[src/rtl/cell_test_sequencer_if.sv]
// Wishbone slave-port bundle between the Caravel bus and the cell test sequencer.
// Signal names keep the Caravel port naming so the two sides line up at a glance.
interface cell_test_sequencer_if;
    logic        wbs_stb_i;
    logic        wbs_cyc_i;
    logic        wbs_we_i;
    logic [3:0]  wbs_sel_i;
    logic [31:0] wbs_dat_i;
    logic [31:0] wbs_adr_i;
    logic        wbs_ack_o;
    logic [31:0] wbs_dat_o;

    modport slave (
        input  wbs_stb_i, wbs_cyc_i, wbs_we_i, wbs_sel_i, wbs_dat_i, wbs_adr_i,
        output wbs_ack_o, wbs_dat_o
    );

    modport master (
        output wbs_stb_i, wbs_cyc_i, wbs_we_i, wbs_sel_i, wbs_dat_i, wbs_adr_i,
        input  wbs_ack_o, wbs_dat_o
    );
endinterface

[src/rtl/cell_test_sequencer.sv]
// Exhaustive sweep of one combinational test cell: drives every input vector, waits a
// programmable settle time, and compacts the synchronized response into CRC-32 + ones count.
module cell_test_sequencer #(
    parameter int          N_IN_MAX  = 12,
    parameter logic [31:0] BASE_ADDR = 32'h3000_0000
) (
    input  logic                 wb_clk_i,
    input  logic                 wb_rst_ni,
    cell_test_sequencer_if.slave wbs,
    output logic [N_IN_MAX-1:0]  stim_o,
    input  logic                 resp_i,
    output logic                 busy_o,
    output logic                 irq_o
);
    typedef enum logic [1:0] {IDLE, DRIVE, SETTLE, SAMPLE} state_e;

    localparam logic [31:0] CRC_POLY = 32'h04C1_1DB7;
    localparam logic [5:0]  N_MAX    = 6'(N_IN_MAX);
    localparam int          ONES_W   = N_IN_MAX + 1;

    state_e                state_q, state_d;
    logic                  ack_q, ack_d;
    logic [31:0]           dat_q, dat_d;
    logic [N_IN_MAX-1:0]   stim_q, stim_d;
    logic [N_IN_MAX-1:0]   vec_q, vec_d;
    logic [ONES_W-1:0]     ones_q, ones_d;
    logic [31:0]           sig_q, sig_d;
    logic [8:0]            cnt_q, cnt_d;
    logic [4:0]            n_in_q, n_in_d;
    logic [7:0]            settle_q, settle_d;
    logic                  irq_en_q, irq_en_d;
    logic                  done_q, done_d;
    logic                  aborted_q, aborted_d;
    logic                  err_q, err_d;
    logic                  resp_s1_q, resp_s1_d;
    logic                  resp_s2_q, resp_s2_d;

    logic                  hit, acc, wr, rd;
    logic [2:0]            idx;
    logic                  start_req, abort_req, clr_req, cfg_ok, vec_last, fb;
    logic [N_IN_MAX-1:0]   span, last_vec;
    logic [31:0]           rdata, sig_shift;
    logic                  unused_bus_bits;

    assign unused_bus_bits = ^{wbs.wbs_sel_i, wbs.wbs_adr_i, wbs.wbs_dat_i};

    // Bus decode, register read mux and sweep helpers.
    always_comb begin
        hit       = wbs.wbs_stb_i & wbs.wbs_cyc_i & (wbs.wbs_adr_i[31:8] == BASE_ADDR[31:8]);
        acc       = hit & ~ack_q;
        wr        = acc & wbs.wbs_we_i;
        rd        = acc & ~wbs.wbs_we_i;
        idx       = wbs.wbs_adr_i[4:2];
        start_req = wr && (idx == 3'd0) && wbs.wbs_dat_i[0];
        abort_req = wr && (idx == 3'd0) && wbs.wbs_dat_i[1];
        clr_req   = wr && (idx == 3'd0) && wbs.wbs_dat_i[2];
        cfg_ok    = (n_in_q != 5'd0) && ({1'b0, n_in_q} <= N_MAX);
        // For n_in == N_IN_MAX the shift wraps to 0 and the subtract yields all-ones.
        span      = {{(N_IN_MAX-1){1'b0}}, 1'b1} << n_in_q;
        last_vec  = span - {{(N_IN_MAX-1){1'b0}}, 1'b1};
        vec_last  = (vec_q == last_vec);
        fb        = sig_q[31] ^ resp_s2_q;
        sig_shift = {sig_q[30:0], 1'b0} ^ (fb ? CRC_POLY : 32'h0);
        unique case (idx)
            3'd1:    rdata = {15'b0, irq_en_q, settle_q, 3'b0, n_in_q};
            3'd2:    rdata = {28'b0, err_q, aborted_q, done_q, busy_o};
            3'd3:    rdata = 32'(ones_q);
            3'd4:    rdata = sig_q;
            3'd5:    rdata = 32'(vec_q);
            default: rdata = 32'h0;
        endcase
    end

    always_comb begin
        state_d = state_q;
        unique case (state_q)
            IDLE:    if (start_req && cfg_ok) state_d = DRIVE;
            DRIVE:   state_d = SETTLE;
            SETTLE:  if (cnt_q == 9'd1) state_d = SAMPLE;
            SAMPLE:  state_d = vec_last ? IDLE : DRIVE;
            default: state_d = IDLE;
        endcase
        if (busy_o && abort_req) state_d = IDLE;
    end

    always_comb begin
        busy_o        = (state_q != IDLE);
        irq_o         = done_q & irq_en_q;
        stim_o        = stim_q;
        wbs.wbs_ack_o = ack_q;
        wbs.wbs_dat_o = dat_q;
    end

    always_comb begin
        ack_d     = acc;
        dat_d     = rd ? rdata : 32'h0;
        resp_s1_d = resp_i;
        resp_s2_d = resp_s1_q;
        vec_d     = vec_q;
        ones_d    = ones_q;
        sig_d     = sig_q;
        cnt_d     = cnt_q;
        n_in_d    = n_in_q;
        settle_d  = settle_q;
        irq_en_d  = irq_en_q;
        done_d    = done_q;
        aborted_d = aborted_q;
        err_d     = err_q;

        if (wr && (idx == 3'd1) && !busy_o) begin
            n_in_d   = wbs.wbs_dat_i[4:0];
            settle_d = wbs.wbs_dat_i[15:8];
            irq_en_d = wbs.wbs_dat_i[16];
        end
        if (clr_req) begin
            done_d    = 1'b0;
            aborted_d = 1'b0;
            err_d     = 1'b0;
        end

        // Abort freezes the partial results; nothing else in the sweep advances.
        if (busy_o && abort_req) begin
            aborted_d = 1'b1;
            done_d    = 1'b0;
        end else begin
            unique case (state_q)
                IDLE: begin
                    if (start_req) begin
                        if (cfg_ok) begin
                            vec_d     = '0;
                            ones_d    = '0;
                            sig_d     = 32'hFFFF_FFFF;
                            done_d    = 1'b0;
                            aborted_d = 1'b0;
                            err_d     = 1'b0;
                        end else begin
                            err_d = 1'b1;
                        end
                    end
                end
                DRIVE:  cnt_d = {1'b0, settle_q} + 9'd2;
                SETTLE: cnt_d = cnt_q - 9'd1;
                SAMPLE: begin
                    sig_d  = sig_shift;
                    ones_d = ones_q + {{N_IN_MAX{1'b0}}, resp_s2_q};
                    if (vec_last) done_d = 1'b1;
                    else          vec_d  = vec_q + {{(N_IN_MAX-1){1'b0}}, 1'b1};
                end
                default: ;
            endcase
        end

        stim_d = stim_q;
        if (state_d == IDLE)       stim_d = '0;
        else if (state_q == DRIVE) stim_d = vec_q;
    end

    always_ff @(posedge wb_clk_i or negedge wb_rst_ni) begin
        if (!wb_rst_ni) begin
            state_q   <= IDLE;
            ack_q     <= 1'b0;
            dat_q     <= 32'h0;
            stim_q    <= '0;
            vec_q     <= '0;
            ones_q    <= '0;
            sig_q     <= 32'hFFFF_FFFF;
            cnt_q     <= 9'd0;
            n_in_q    <= 5'd0;
            settle_q  <= 8'd0;
            irq_en_q  <= 1'b0;
            done_q    <= 1'b0;
            aborted_q <= 1'b0;
            err_q     <= 1'b0;
            resp_s1_q <= 1'b0;
            resp_s2_q <= 1'b0;
        end else begin
            state_q   <= state_d;
            ack_q     <= ack_d;
            dat_q     <= dat_d;
            stim_q    <= stim_d;
            vec_q     <= vec_d;
            ones_q    <= ones_d;
            sig_q     <= sig_d;
            cnt_q     <= cnt_d;
            n_in_q    <= n_in_d;
            settle_q  <= settle_d;
            irq_en_q  <= irq_en_d;
            done_q    <= done_d;
            aborted_q <= aborted_d;
            err_q     <= err_d;
            resp_s1_q <= resp_s1_d;
            resp_s2_q <= resp_s2_d;
        end
    end
endmodule
[src/flat_wrapper.sv]
// flat-port wrapper written by rule: the top's interface ports become plain ports
module cell_test_sequencer_flat 
#(
    parameter int          N_IN_MAX  = 12,
    parameter logic [31:0] BASE_ADDR = 32'h3000_0000
)
  (wb_clk_i, wb_rst_ni, stim_o, resp_i, busy_o, irq_o, wbs_wbs_stb_i, wbs_wbs_cyc_i, wbs_wbs_we_i, wbs_wbs_sel_i, wbs_wbs_dat_i, wbs_wbs_adr_i, wbs_wbs_ack_o, wbs_wbs_dat_o);
  cell_test_sequencer_if wbs_i ();
  input  logic wb_clk_i;
  input  logic wb_rst_ni;
  output logic [N_IN_MAX-1:0] stim_o;
  input  logic resp_i;
  output logic busy_o;
  output logic irq_o;
  input wire logic [$bits(wbs_i.wbs_stb_i)-1:0] wbs_wbs_stb_i;
  input wire logic [$bits(wbs_i.wbs_cyc_i)-1:0] wbs_wbs_cyc_i;
  input wire logic [$bits(wbs_i.wbs_we_i)-1:0] wbs_wbs_we_i;
  input wire logic [$bits(wbs_i.wbs_sel_i)-1:0] wbs_wbs_sel_i;
  input wire logic [$bits(wbs_i.wbs_dat_i)-1:0] wbs_wbs_dat_i;
  input wire logic [$bits(wbs_i.wbs_adr_i)-1:0] wbs_wbs_adr_i;
  output wire logic [$bits(wbs_i.wbs_ack_o)-1:0] wbs_wbs_ack_o;
  output wire logic [$bits(wbs_i.wbs_dat_o)-1:0] wbs_wbs_dat_o;
  assign wbs_i.wbs_stb_i = wbs_wbs_stb_i;
  assign wbs_i.wbs_cyc_i = wbs_wbs_cyc_i;
  assign wbs_i.wbs_we_i = wbs_wbs_we_i;
  assign wbs_i.wbs_sel_i = wbs_wbs_sel_i;
  assign wbs_i.wbs_dat_i = wbs_wbs_dat_i;
  assign wbs_i.wbs_adr_i = wbs_wbs_adr_i;
  assign wbs_wbs_ack_o = wbs_i.wbs_ack_o;
  assign wbs_wbs_dat_o = wbs_i.wbs_dat_o;
  cell_test_sequencer #(.N_IN_MAX(N_IN_MAX), .BASE_ADDR(BASE_ADDR)) u_core (.wb_clk_i(wb_clk_i), .wb_rst_ni(wb_rst_ni), .wbs(wbs_i), .stim_o(stim_o), .resp_i(resp_i), .busy_o(busy_o), .irq_o(irq_o));
endmodule
[config.mk]
export PLATFORM = sky130hd
export DESIGN_NAME = cell_test_sequencer_flat
export DESIGN_NICKNAME = d
export VERILOG_FILES = /design/src/rtl/cell_test_sequencer_if.sv /design/src/rtl/cell_test_sequencer.sv /design/src/flat_wrapper.sv
export SDC_FILE = /design/constraint.sdc
export NUM_CORES = 1
export LEC_CHECK = 0
export ABC_AREA = 1
export CORE_MARGIN = 2
export CORE_UTILIZATION = 35
export DETAILED_ROUTE_END_ITERATION = 16
export GPL_TIMING_DRIVEN = 0
export PLACE_DENSITY_LB_ADDON = 0.15
export SYNTH_ARGS = -nofsm -noshare
export SYNTH_HDL_FRONTEND = slang
export SYNTH_SLANG_ARGS = --single-unit
[constraint.sdc]
create_clock -name wb_clk_i -period 2.15 [get_ports wb_clk_i]
set_clock_uncertainty 0.15 [all_clocks]
set_input_delay 0.645 -clock wb_clk_i [delete_from_list [all_inputs] [get_ports wb_clk_i]]
set_output_delay 0.645 -clock wb_clk_i [all_outputs]
set_load 0.05 [all_outputs]
### Yosys cells after proc, flatten, opt, wreduce, memory -nomap -nowiden

Cells that the tools add are included.

| word-level totals | value |
|---|---|
| register bits | 132 |
| ROM bits | 0 |
| memory bits (writable) | 0 |
| bits in latches | 0 |
| output and inout bits | 47 |
| memories | 0 |
| input bits | 74 |

| cells by class | value |
|---|---|
| muxes and demuxes | 37 |
| $mul | 0 |
| shift-type cells | 1 |
| bitwise logic cells | 11 |
| equality and inequality tests | 14 |
| reduce and logical (&&, ||, !) cells | 21 |
| order comparisons | 1 |
| add/sub/neg operators | 5 |
| divide/modulo/power cells | 0 |

Operator list:

| operator | count |
|---|---|
| $pmux W32 S5 | 1 |
| $mux W32 | 3 |
| $pmux W32 S2 | 1 |
| $mux W12 | 5 |
| $xor A32 B32 Y32 | 1 |
| $mux W27 | 1 |
| $mux W13 | 2 |
| $pmux W13 S2 | 1 |
| $eq A24 B22 Y1 const B | 1 |
| $pmux W12 S2 | 1 |
| $pmux W9 S2 | 1 |
| $mux W1 | 16 |
| $add A13 B1 Y13 | 1 |
| $add A12 B1 Y12 const B | 1 |
| $eq A12 B12 Y1 | 1 |
| $shl A1 B5 Y12 const A | 1 |
| $sub A12 B1 Y12 const B | 1 |
| $add A8 B2 Y9 const B | 1 |
| $eq A9 B1 Y1 const B | 1 |
| $logic_and A1 B1 Y1 | 9 |
| $sub A9 B1 Y9 const B | 1 |
| $pmux W2 S4 | 1 |
| $reduce_bool A2 Y1 | 4 |
| $and A1 B1 Y1 | 6 |
| 19 further kinds | 28 |

### Logic depth before layout (Yosys ltp)

Gate-level depths: netlist of the first run.

| depth | value |
|---|---|
| depth in word-level cells | 12 |
| gate-level depth with buffers | 21 |
| depth with buffers taken out | 20 |

### Worst setup path before layout of the first run

OpenSTA, ideal clock, no wires.

| path | value |
|---|---|
| path kind | reg2reg |
| start | reg u_core.n_in_q[4] |
| end | reg u_core.vec_q[11] |
| required time | 1.879 ns |
| library setup time | 0.121 ns |
| stages on the path, launching flop included | 18 |
| setup slack | -0.243 ns |
| buffers on the path | 2 |
| data arrival time | 2.122 ns |
| cells stage by stage | dfrtp_1 > nor2_4 > buf_6 > nand2_1 > ha_1 > nand2_1 > inv_1 > nor2_1 > nand2_1 > nor2_1 > nand2_1 > nor2_1 > nand3_1 > nor2_1 > nand4_1 > nand2_2 > buf_6 > o21ai_1 |

| on the way | value |
|---|---|
| longest elaborated chain between the ends | 5 |
| elaborated cells on any way between the ends | 9 |

RTL lines:

| element | RTL line | RTL |
|---|---|---|
| start: declaration | cell_test_sequencer.sv:29 | `logic [4:0] n_in_q, n_in_d;` |
| start signal: assignment | cell_test_sequencer.sv:185 | `n_in_q <= n_in_d;` |
| $shl A1 B5 Y12 | cell_test_sequencer.sv:59 | `span = {{(N_IN_MAX-1){1'b0}}, 1'b1} << n_in_q;` |
| $sub A12 B1 Y12 | cell_test_sequencer.sv:60 | `last_vec = span - {{(N_IN_MAX-1){1'b0}}, 1'b1};` |
| $eq A12 B12 Y1 | cell_test_sequencer.sv:61 | `vec_last = (vec_q == last_vec);` |
| $ne A2 B2 Y1 (no line) | - |  |
| $reduce_and A5 Y1 (no line) * | - |  |
| end signal: assignment | cell_test_sequencer.sv:181 | `vec_q <= vec_d;` |
| end: declaration | cell_test_sequencer.sv:25 | `logic [N_IN_MAX-1:0] vec_q, vec_d;` |

Every way passes the cells marked *; elsewhere a longest branch is shown, timed or not.
A chain may end at the register's enable or synchronous reset.

### Worst setup path in the final report of the first run

| path | value |
|---|---|
| start | reg u_core.n_in_q[3] |
| end | reg u_core.vec_q[5] |

The elaborated chain is that of the path after synthesis.

==> results of run 1 <==
power by group through the flow:
stage / Combinational, mW / Clock, mW / Sequential (mW)
after floorplan: 0.0471 / 0 / 2.53
after CTS: 0.192 / 2.99 / 2.49
after detailed placement: 0.212 / 0 / 2.53
after global routing: 0.219 / 3.12 / 2.49
final: 0.195 / 2.94 / 2.49
after global placement: 0.204 / 0 / 2.53
path summary, 6_finish.rpt:
check,from,slack [ps],depth (start not counted),to
worst max-delay path,u_core.n_in_q[3],-460,17,u_core.vec_q[5]
worst min-delay path,wb_rst_ni,40,1,u_core.wbs.wbs_dat_o[0]
worst max register to register,u_core.n_in_q[3],-460,17,u_core.vec_q[5]
worst min register to register,u_core.resp_s1_q,200,0,u_core.resp_s2_q
max in group asynchronous,wb_rst_ni,1000,2,u_core.sig_q[17]
min in group wb_clk_i,u_core.resp_s1_q,200,0,u_core.resp_s2_q
cells by family (layout without fill, tap and decap cells):
kind of cell / Yosys count / after routing / share of synthesized area (%)
AND/OR/NAND/NOR: 421 / 422 / 25.2
AO/OA/AOI/OAI: 165 / 165 / 12.7
buffers and inverters: 142 / 319 / 8.84
flip-flops: 132 / 132 / 46.6
XOR/XNOR: 21 / 21 / 2.56
multiplexers: 14 / 14 / 2.20
adder cells (fa/ha/maj): 11 / 11 / 1.92
stage by stage:
step	total power, mW	area, µm²	hold WS [ps]	setup slack [ps]
2_1_floorplan	2.58	7200	181	-195
4_1_cts	5.67	9400	86.8	-418
5_1_grt	5.83	9710	104	-612
3_5_place_dp	2.75	8500	187	-1050
6_report	5.62	9710	43.2	-456
3_3_place_gp	2.74	8470	188	-5770
state kept, by name (all words and copies together), names as in the netlist:
signal                flops
u_core.sig_q             32
u_core.wbs.wbs_ack_o      1
u_core.resp_s2_q          1
u_core.irq_en_q           1
u_core.ones_q            13
u_core.n_in_q             5
u_core.state_q            2
u_core.stim_o            12
u_core.settle_q           8
u_core.cnt_q              9
u_core.vec_q             12
u_core.resp_s1_q          1
u_core.wbs.wbs_dat_o     32
u_core.done_q             1
u_core.aborted_q          1
u_core.err_q              1
metal layers:
layer  track usage, %  share of wire, %  vias to the layer above
li1                 -                 -                     3299
met1             28.6                47                     3180
met2             31.8                47                      193
met3             3.82               4.7                       30
met4             6.63               2.1                        0
met5                0                 0                        -
synth_stat cells (all sizes together):
master	count
o221ai	1
xor2	20
dfrtp	100
nor4	4
and2	1
a21oi	42
or2	3
dfstp	32
inv	101
o22ai	8
clkbuf	19
ha	11
nor3	27
xnor2	1
buf	20
nor2	80
a32oi	1
clkinv	2
nand4	15
nand3	63
nand3b	2
nand2	226
a31oi	6
a32o	1
a221oi	4
o211ai	2
mux2	14
o21ai	100
worst max-delay path, stage by stage, from the launching register on:
cell       delay, ps
dfrtp_2          440
nor2_4           170
buf_6            130
nand2_4           50
ha_4             260
nor2_1            40
nor2_2           120
nand2_1           70
nor2_1           110
nand2_1           60
nor2_1           100
nand3_1           90
nor2_2           130
nand4_1          150
nand2_4          180
clkbuf_16        170
nand2_1           60
o21ai_2           60
layout make-up:
type | count | area (µm²)
Timing Repair Buffer | 146 | 1330
Fill cell | 2032 | 10500
Tap cell | 270 | 338
Clock inverter | 13 | 148
Sequential cell | 132 | 3350
Inverter | 103 | 397
Clock buffer | 19 | 443
Buffer | 38 | 310
Multi-Input combinational cell | 633 | 3400
timing repair:
action	CTS	global route
endpoints found under the setup margin	170	114
hold buffers	0	0
gates resized for setup	181	58
pin swaps	15	27
setup buffers	25	20
cloned	6	3
==> summary.md, run 1 <==
• status: finished with violations
• failing checks: setup timing
• worst setup slack after layout: -456 ps
• GRT overflow: 0
• cell type with the largest total area after synthesis: dfrtp_1
• effective utilization at floorplan: 35.6%
• Switching Share: 23.2%
• number of clock buffers inserted by TritonCTS: 17
• routed vias/inst: 4.95
• Power Density: 579 mW/mm²
• switching component of the power: 1.30 mW
• number of hold-slack violations in the final timing report: 0
• unrepaired setup endpoints after global routing: true
• TritonCTS clock tree: done
• top post-synthesis cells by area: dfrtp_1 (35%), dfstp_2 (12%), nand2_1 (12%)
• wirelength, routed: 21.8 mm
• worst min path class: primary input to asynchronous set/reset pin
• Synth Net Count: 991
• share of the synthesized area in the top cell type: 34.9%
• H-tree Lvls: 4
• Max rail drop VDD: 547 µV
• total negative slack for setup checks: -12980 ps
• netlist area before placement: 0.00718 mm²
• number of synthesis warnings: 0
• final cell count without fillers: 1354
• Core ar.: 0.0202 mm²
• overall global routing resource usage: 20.3%
• max-capacitance violation count: 0
• critical path arrival: 2810 ps
• number of diodes: 0
• final count of pins violating max slew: 0
• number of different library cells in the post-synthesis netlist: 40
• antenna violations before repair: 0
• commonest non-fill, non-tap cell in the layout: nand2_1
• floorplan die width: 147 µm
• Clock transition at path regs: 60 ps
• first-pass GRT wire length: 34.4 mm
• via count of the first global-routing pass: 6325
• capturing element type of the critical path: register
• DRC viols: 0
• input/output buffers: 93
• Final setup viols: 64
• clock latency of the later-clocked register in the worst-skew pair: 430 ps
• count of routing violations after the opening detailed-route iteration: 402
• total via count in the routed design: 6702
• final cycle utilization of the critical path: 121%
• Clk Tree Root Cell: clkbuf_16
• flop and latch count out of synthesis: 132
• LEAKAGE: 4.74 nW
• Avg Inst Size Synth: 7.92 µm²
• Worst-Margin Slew: 659 ps
• Final HPWL DP: 15.1 mm
• relative max-transition margin: 56.1%
• floorplan die height: 147 µm
• site row count: 52
• Critical Path Fanout Max: 5
• antenna violation net count after detailed routing: 0
• number of placed I/O pins: 121
• Clk pwr share: 52.2%
• layout cell share with drive strength beyond 1: 23.4%
• Pre-antenna DRT Iters: 5
• utilization after layout: 48.1%
• sinks on the clock net: 132
• area growth from synthesis to layout: 35.3%
• maximum clock path buffer count: 2
• net count reported at finish: 1156
• sequential fraction of the synthesis area: 46.6%
• Critical Path Source Type: register
• internal power consumption: 4.32 mW
• most used cells in the layout excluding fill and tap cells: nand2_1 (213), dfrtp_1 (96), inv_1 (92)
• Mapped Cells: 906
• Die Footprint: 0.0217 mm²
• wire length per cell: 16.1 µm
• portion of total power attributed to sequential cells: 44.3%
• fmax: 384 MHz
• CP required: 2360 ps
• class of the most critical setup path: register to register
• share of total power in combinational logic: 3.5%
• final period demand of the worst path: 2610 ps
• RePlAce Congestion: 0.941
• placed insts: 1270
• maximum number of pins on one net before global-route repair: 70
Power figures use the tool's default switching activity.
==> inputs of run 2 (changes only) <==
--- a/config.mk
+++ b/config.mk
@@ -6,8 +6,10 @@
 export NUM_CORES = 1
 export LEC_CHECK = 0
 export ABC_AREA = 1
+export ABC_CLOCK_PERIOD_IN_PS = 2150
+export CAP_MARGIN = 10
 export CORE_MARGIN = 2
-export CORE_UTILIZATION = 35
+export CORE_UTILIZATION = 49
 export DETAILED_ROUTE_END_ITERATION = 16
 export GPL_TIMING_DRIVEN = 0
 export PLACE_DENSITY_LB_ADDON = 0.15
==> summary.md, run 2 (synthesis results as in run 1) <==
• status: finished with violations
• number of placed I/O pins: 121, unchanged
• Worst-Margin Slew: 624 ps, -35.2 ps
• total negative slack for setup checks: -13580 ps, -606 ps
• Clk Tree Root Cell: clkbuf_16
• Max rail drop VDD: 589 µV, +7.6%
• antenna violations before repair: 0, unchanged
• total via count in the routed design: 6799, +1.4%
• wirelength, routed: 20.6 mm, -5.5%
• wire length per cell: 16.4 µm, +1.8%
• number of clock buffers inserted by TritonCTS: 17, unchanged
• Critical Path Fanout Max: 6, +1
• input/output buffers: 93, unchanged
• Power Density: 589 mW/mm², +1.8%
• total area of multi-input combinational cells: 0.00343 mm², +0.81%
• capturing element type of the critical path: register
• first-pass GRT wire length: 32.5 mm, -5.8%
• max-capacitance violation count: 0, unchanged
• floorplan die width: 125 µm, -15%
• antenna violation net count after detailed routing: 0, unchanged
• unrepaired setup endpoints after global routing: true
• fmax: 391 MHz, +1.8%
• site row count: 44, -15%
• Die Footprint: 0.0156 mm², -28%
• RePlAce Congestion: 0.973, +3.4%
• TritonCTS clock tree: done
• register area: 0.00335 mm², unchanged
• class of the most critical setup path: register to register
• clock latency of the later-clocked register in the worst-skew pair: 430 ps, about the same
• routed vias/inst: 5.41, +9.4%
• failing checks: setup timing
• floorplan die height: 125 µm, -15%
• number of hold-repair buffers added at the cts stage: 0, unchanged
• most used cells in the layout excluding fill and tap cells: nand2_1 (208), dfrtp_1 (96), inv_1 (90)
• Pre-antenna DRT Iters: 6, +1
• commonest non-fill, non-tap cell in the layout: nand2_1
• GRT overflow: 0, unchanged
• worst min path class: primary input to asynchronous set/reset pin
• number of hold-slack violations in the final timing report: 0, unchanged
• overall global routing resource usage: 26.0%, +5.7 points
• Core ar.: 0.0144 mm², -28%
• DRC viols: 0, unchanged
• maximum number of pins on one net before global-route repair: 73, +4.3%
• number of filler cells placed in the layout: 1242, -39%
• via count of the first global-routing pass: 6431, +1.7%
• sinks on the clock net: 132, unchanged
• relative max-transition margin: 58.4%, +2.3 points
• critical path arrival: 2760 ps, -50 ps
• overall power after layout: 5.65 mW, +0.57%
• maximum clock path buffer count: 2, unchanged
• area growth from synthesis to layout: 33.6%
• count of routing violations after the opening detailed-route iteration: 503, +25%
• layout cell share with drive strength beyond 1: 23.0%, -0.39 points
• Critical Path Source Type: register
• net count reported at finish: 1144, -1.0%
• Clock transition at path regs: 60 ps, about the same
• CP required: 2350 ps, about the same
• final count of pins violating max slew: 0, unchanged
• worst setup slack after layout: -410 ps, +45.1 ps
• final cycle utilization of the critical path: 119%, -2.1 points
• number of diodes: 0, unchanged
• effective utilization at floorplan: 49.8%, +14 points
• LEAKAGE: 4.67 nW, -1.4%
• Final setup viols: 70, +9.4%
• H-tree Lvls: 4, unchanged
• Final HPWL DP: 13.7 mm, -9.0%
• final period demand of the worst path: 2560 ps, -45.1 ps
run 2: cell types whose count changed in the layout (fill, tap and decap cells not counted), sizes merged:
| cell | previous run | this run |
|---|---|---|
| clkinvlp | 3 | 7 |
| nand2 | 227 | 226 |
| inv | 104 | 100 |
| buf | 95 | 71 |
| clkbuf | 42 | 44 |
| clkinv | 7 | 6 |
| dlygate4sd2 | 46 | 50 |
| bufinv | 2 | 3 |
| clkdlybuf4s15 | 5 | 12 |
run 2: path summary, 6_finish.rpt:
kind                               endpoint  cells past startpoint  slack, ps              from
setup / recovery            u_core.vec_q[7]                     17       -410  u_core.n_in_q[3]
hold / removal              u_core.vec_q[2]                      1         40         wb_rst_ni
setup reg to reg            u_core.vec_q[7]                     17       -410  u_core.n_in_q[3]
hold reg to reg            u_core.resp_s2_q                      0        200  u_core.resp_s1_q
max in group asynchronous  u_core.sig_q[23]                      2       1040         wb_rst_ni
min in group wb_clk_i      u_core.resp_s2_q                      0        200  u_core.resp_s1_q
run 2: report_power, final:
part	leakage (nW)	internal, mW	switching [mW]
registers	1.65	2.49	0.00195
logic	2.74	0.0760	0.114
clock network	0.281	1.85	1.12
run 2: stage by stage:
step           hold slack [ps]  instance area (µm²)  util, %  cells  setup WS (ps)
4_1_cts                   75.4                 9200     63.7   1238           -373
5_1_grt                   92.2                 9590     66.5   1256           -608
3_3_place_gp               189                 8360     58.0   1183          -5490
3_5_place_dp               190                 8390     58.2   1184          -1010
6_report                  35.0                 9590     66.5   1256           -410
2_1_floorplan              181                 7200        -    906           -195
run 2: critical path: stages, from the launching register on:
cell,delay (ps)
dfrtp_2,430
nor2_4,180
buf_6,130
nand2_4,50
ha_4,280
nor2_2,40
nor2_2,130
nand2_1,60
nor2_1,80
nand2_1,50
nor2_1,80
nand3_1,90
nor2_2,150
nand4_1,140
nand2_4,170
buf_6,160
nand2_1,60
o21ai_2,60
run 2: what timing repair did:
item / 4_1_cts / 5_1_grt
cloned: 5 / 4
pin swaps: 7 / 6
resized for setup: 161 / 91
setup endpoints to repair: 169 / 96
buffers inserted: 18 / 15
run 2: layout make-up:
type                            instances  share of cell area [%]
Clock inverter                         13                    1.67
Buffer                                 37                    3.14
Clock buffer                           19                    4.62
Sequential cell                       132                    34.9
Timing Repair Buffer                  136                    13.4
Multi-Input combinational cell        632                    35.7
Tap cell                              184                    2.40
Inverter                              103                    4.14
run 2: routing by layer:
layer | GRT usage (%) | up-vias | routed length [µm]
met5 | 0 | - | 0
li1 | - | 3285 | -
met4 | 9.48 | 0 | 520
met2 | 41.1 | 261 | 9800
met3 | 6.16 | 45 | 1410
met1 | 35.2 | 3208 | 8900
==> variant 1, RTL diff (settings of run 1) <==
Take the reset off `dat_q` and load it in a clocked block of its own.
--- a/src/rtl/cell_test_sequencer.sv
+++ b/src/rtl/cell_test_sequencer.sv
@@ -161,3 +161,2 @@
             ack_q     <= 1'b0;
-            dat_q     <= 32'h0;
             stim_q    <= '0;
@@ -178,3 +177,2 @@
             ack_q     <= ack_d;
-            dat_q     <= dat_d;
             stim_q    <= stim_d;
@@ -194,2 +192,6 @@
     end
+
+    always_ff @(posedge wb_clk_i) begin
+        dat_q <= dat_d;
+    end
 endmodule
Formal check against the unedited RTL: not equivalent (a bounded check fails within 4 cycles, from zero or initial values and one cycle with wb_rst_ni low).
==> variant 1 against run 1 <==
  * The run still ends with negative setup slack left
  * Area after synthesis decreased by 2.5%
  * Worst setup slack got worse by 0.018 ns
  * Power grew 1.8%
  * Synthesized cell count rose by 0.33%
  * Sequential cell count did not move
  * Design area increased by 0.21%
  * Wire length shrank 2.5%
  * Largest cell class unchanged
  * Largest power group unchanged
==> variant 1: results (changes against run 1) <==
[cells_and_area]
n_sequential_cell = 132  ; unchanged
num-nets-final = 1154  ; -0.17%
clkCellAreaFrac = 0.0630  ; +0.00219
seq_share = 0.327  ; -0.0176
multi_input_cells = 650  ; +2.7%
non_clock_buffer_count = 180  ; -2.2%
num-fill-cells = 1910  ; -6.0%
nClkBuffers = 18  ; -1

[grt]
grt_max_degree = 57  ; -19%
grtUsageMet1 = 0.272  ; -0.0144
grt_use_total = 0.205  ; +0.00165
antenna_found_initial = 1  ; +1
grt_pass1_vias = 6471  ; +2.3%

[worst_setup_path]
timing.rr.end = u_core.stim_o[8]

[pwr]
powerComb_uw = 182  ; -7%
sw_frac_of_total = 0.237  ; +0.00539

[placement]
gp_congestion = 0.868  ; -7.8%
pre_cts_ws_ns = -1.12  ; -0.0686 ns
place_hpwl_mm = 15.0  ; -0.52%

[logic_synthesis]
syn_inst = 909  ; +0.33%
synthArstFlopShare = 0.758  ; -0.242
synth_compound_area_frac = 0.134  ; +0.00702
ys_types = 43  ; +7.5%

[routing]
route.met2.wl_mm = 10.3  ; +1.1%
routed_wl_mm = 21.3  ; -2.5%
vias_per_cell = 4.91  ; -0.89%
wl_met1_mm = 9.65  ; -5.4%

[outcome]
violations = negative setup slack
status = finished, violations left

[sta]
finalWorstSetupSlack_ns = -0.474  ; -0.0184 ns
setup_viol = 33  ; -48%

-- variant 1: worst register-to-register path: cells and delay by family, from the launching register on --
kind | cells | cell delay, ns
simple gates | 14 | 1.18
buf+inv | 5 | 0.50
flops | 1 | 0.37
fa+ha+maj | 1 | 0.27
compound gates | 1 | 0.05
-- variant 1: how the worst max path moves through the flow --
stage | endpoint | depth (start not counted) | from
global route | u_core.stim_o[9] | 21 | u_core.n_in_q[1]
floorplan | u_core.vec_q[11] | 16 | u_core.n_in_q[4]
global placement | u_core.stim_o[11] | 1 | wb_rst_ni
detailed placement | u_core.wbs.wbs_dat_o[1] | 9 | wbs_wbs_adr_i[25]
finish | u_core.stim_o[8] | 21 | u_core.n_in_q[1]
CTS | u_core.vec_q[2] | 17 | u_core.n_in_q[4]
-- variant 1: what timing repair did --
item / 4_1_cts / 5_1_grt
pin swaps: 43 / 36
cloned: 8 / 0
setup endpoints to repair: 175 / 118
buffers inserted: 33 / 10
resized for setup: 261 / 125
==> variant 2, RTL diff (flow settings as in run 1) <==
Made on the original files. `N_IN_MAX` is set to 12 in 2 places; all go to 11.
--- a/src/rtl/cell_test_sequencer.sv
+++ b/src/rtl/cell_test_sequencer.sv
@@ -3,3 +3,3 @@
 module cell_test_sequencer #(
-    parameter int          N_IN_MAX  = 12,
+    parameter int          N_IN_MAX  = 11,
     parameter logic [31:0] BASE_ADDR = 32'h3000_0000
--- a/src/flat_wrapper.sv
+++ b/src/flat_wrapper.sv
@@ -3,3 +3,3 @@
 #(
-    parameter int          N_IN_MAX  = 12,
+    parameter int          N_IN_MAX  = 11,
     parameter logic [31:0] BASE_ADDR = 32'h3000_0000
Interface: changed (resized stim_o); port bits go from 121 to 120. No check against the original RTL was run, so the function may have changed too.
==> variant 2 against run 1 <==
  * The flow finishes with violations (negative hold slack, negative setup slack)
  * Design area is 1.5% lower
  * Clock power is 4% higher
  * Wire length is 3.8% lower
  * Critical path depth is 4 lower
  * Area after synthesis is 3.7% lower
  * Worst setup slack worse by 0.013 ns
  * Sequential cell count is 3 lower
  * Count of clock-buffer cells in the layout is 1 lower
  * Power is 1.5% higher
  * Largest power group unchanged
  * Highest routed layer unchanged
==> variant 2: results (changes against run 1) <==
[outcome]
status = finished, violations left
violations = negative hold slack, negative setup slack

[pwr]
p_clk_uw = 3050  ; +4%
pwr_density_cell_nw_per_um2 = 596  ; +3.0%
sw_frac_of_total = 0.230  ; -0.00122
seq-power_uw = 2430  ; -2%

[placement]
port_buffers = 92  ; -1.1%
gp_congestion = 0.872  ; -7.4%

[sta]
whs_ns = -0.00221  ; -0.0455 ns
hold_violations = 3  ; +3
finalWorstSetupSlack_ns = -0.469  ; -0.0131 ns
fin_setup_tns_ns = -11.01  ; +1.97 ns
setup_viol = 51  ; -20%

[grt]
grt_pass1_wl_mm = 33.5  ; -2.8%
grt_use_total = 0.209  ; +0.00526
use_met3 = 0.0334  ; -0.00476
grtUsageMet1 = 0.277  ; -0.00930
antenna_found_initial = 1  ; +1

[logic_synthesis]
synth_nets = 980  ; -1.1%
seq_area_frac_synth = 0.473  ; +0.00710
synth_area_leaders = dfrtp_1 35%, nand2_1 15%, dfstp_2 12%
syn_inst = 895  ; -1.2%

[routing]
wl_met1_mm = 9.50  ; -6.9%
wl_met3_um = 749  ; -26%
route.met2.wl_mm = 10.5  ; +2.8%
vias_per_cell = 4.89  ; -1.2%
dr_total_vias = 6558  ; -2.1%
routed_wl_mm = 21.0  ; -3.8%
drt-initial-drc-count = 387  ; -3.7%

[cells_and_area]
regArea_um2 = 3270  ; -2.3%
final_layout_size_suffix_gt1_frac = 0.253  ; +0.0187
num-nets-final = 1147  ; -0.78%
num-fill-cells = 1941  ; -4.5%

[worst_setup_path]
critPathMaxStageDelay_ns = 0.58  ; +0.14 ns

## variant 2: cell count changes in the layout (fill, tap and decap cells not counted), sizes merged, moves of 12 or more
cell,change
buf,-15
nand2,+54
o21ai,-29
nor2,+12
clkbuf,+14
## variant 2: logic make-up after synthesis
group	after synthesis	share of synthesized area
DFF	129	0.473
xor gates and xnor gates	24	0.0304
adders and majority gates	11	0.0199
buffers and inverters	126	0.0737
AOI/OAI and AO/OA	127	0.0994
muxes	13	0.0212
and+or+nand+nor	465	0.282
## variant 2: through the flow
step / setup WS [ns] / hold WS (ns)
2_1_floorplan: -0.254 / 0.181
3_3_place_gp: -4.99 / 0.191
3_5_place_dp: -1.01 / 0.193
4_1_cts: -0.469 / 0.00186
5_1_grt: -0.595 / 0.0216
6_report: -0.469 / -0.00221
## variant 2: timing repair
action | in CTS | in global routing
pin swaps | 64 | 46
hold endpoints to repair | 0 | 0
resized for setup | 187 | 109
buffers inserted | 27 | 19
endpoints found under the setup margin | 165 | 109
cloned | 7 | 5
## variant 2: final timing paths
path | startpoint | endpoint | slack (ns) | cells after the start
worst max-delay path | u_core.n_in_q[1] | u_core.vec_q[7] | -0.47 | 13
max in group asynchronous | wb_rst_ni | u_core.sig_q[1] | 1.05 | 2
worst min register to register | u_core.resp_s1_q | u_core.resp_s2_q | 0.21 | 0
worst min-delay path | wb_rst_ni | u_core.wbs.wbs_dat_o[31] | -0.002 | 1
min in group wb_clk_i | u_core.resp_s1_q | u_core.resp_s2_q | 0.21 | 0
worst max register to register | u_core.n_in_q[1] | u_core.vec_q[7] | -0.47 | 13
## variant 2: final cells by class
type,instances,share of cell area
multi-input combinational,641,0.359
sequential,129,0.342
timing repair buffer,149,0.135
clock buffer,18,0.0459
inverter,92,0.0381
tap,265,0.0347
buffer,32,0.0263
clock inverter,14,0.0188
antenna,1,0.000262
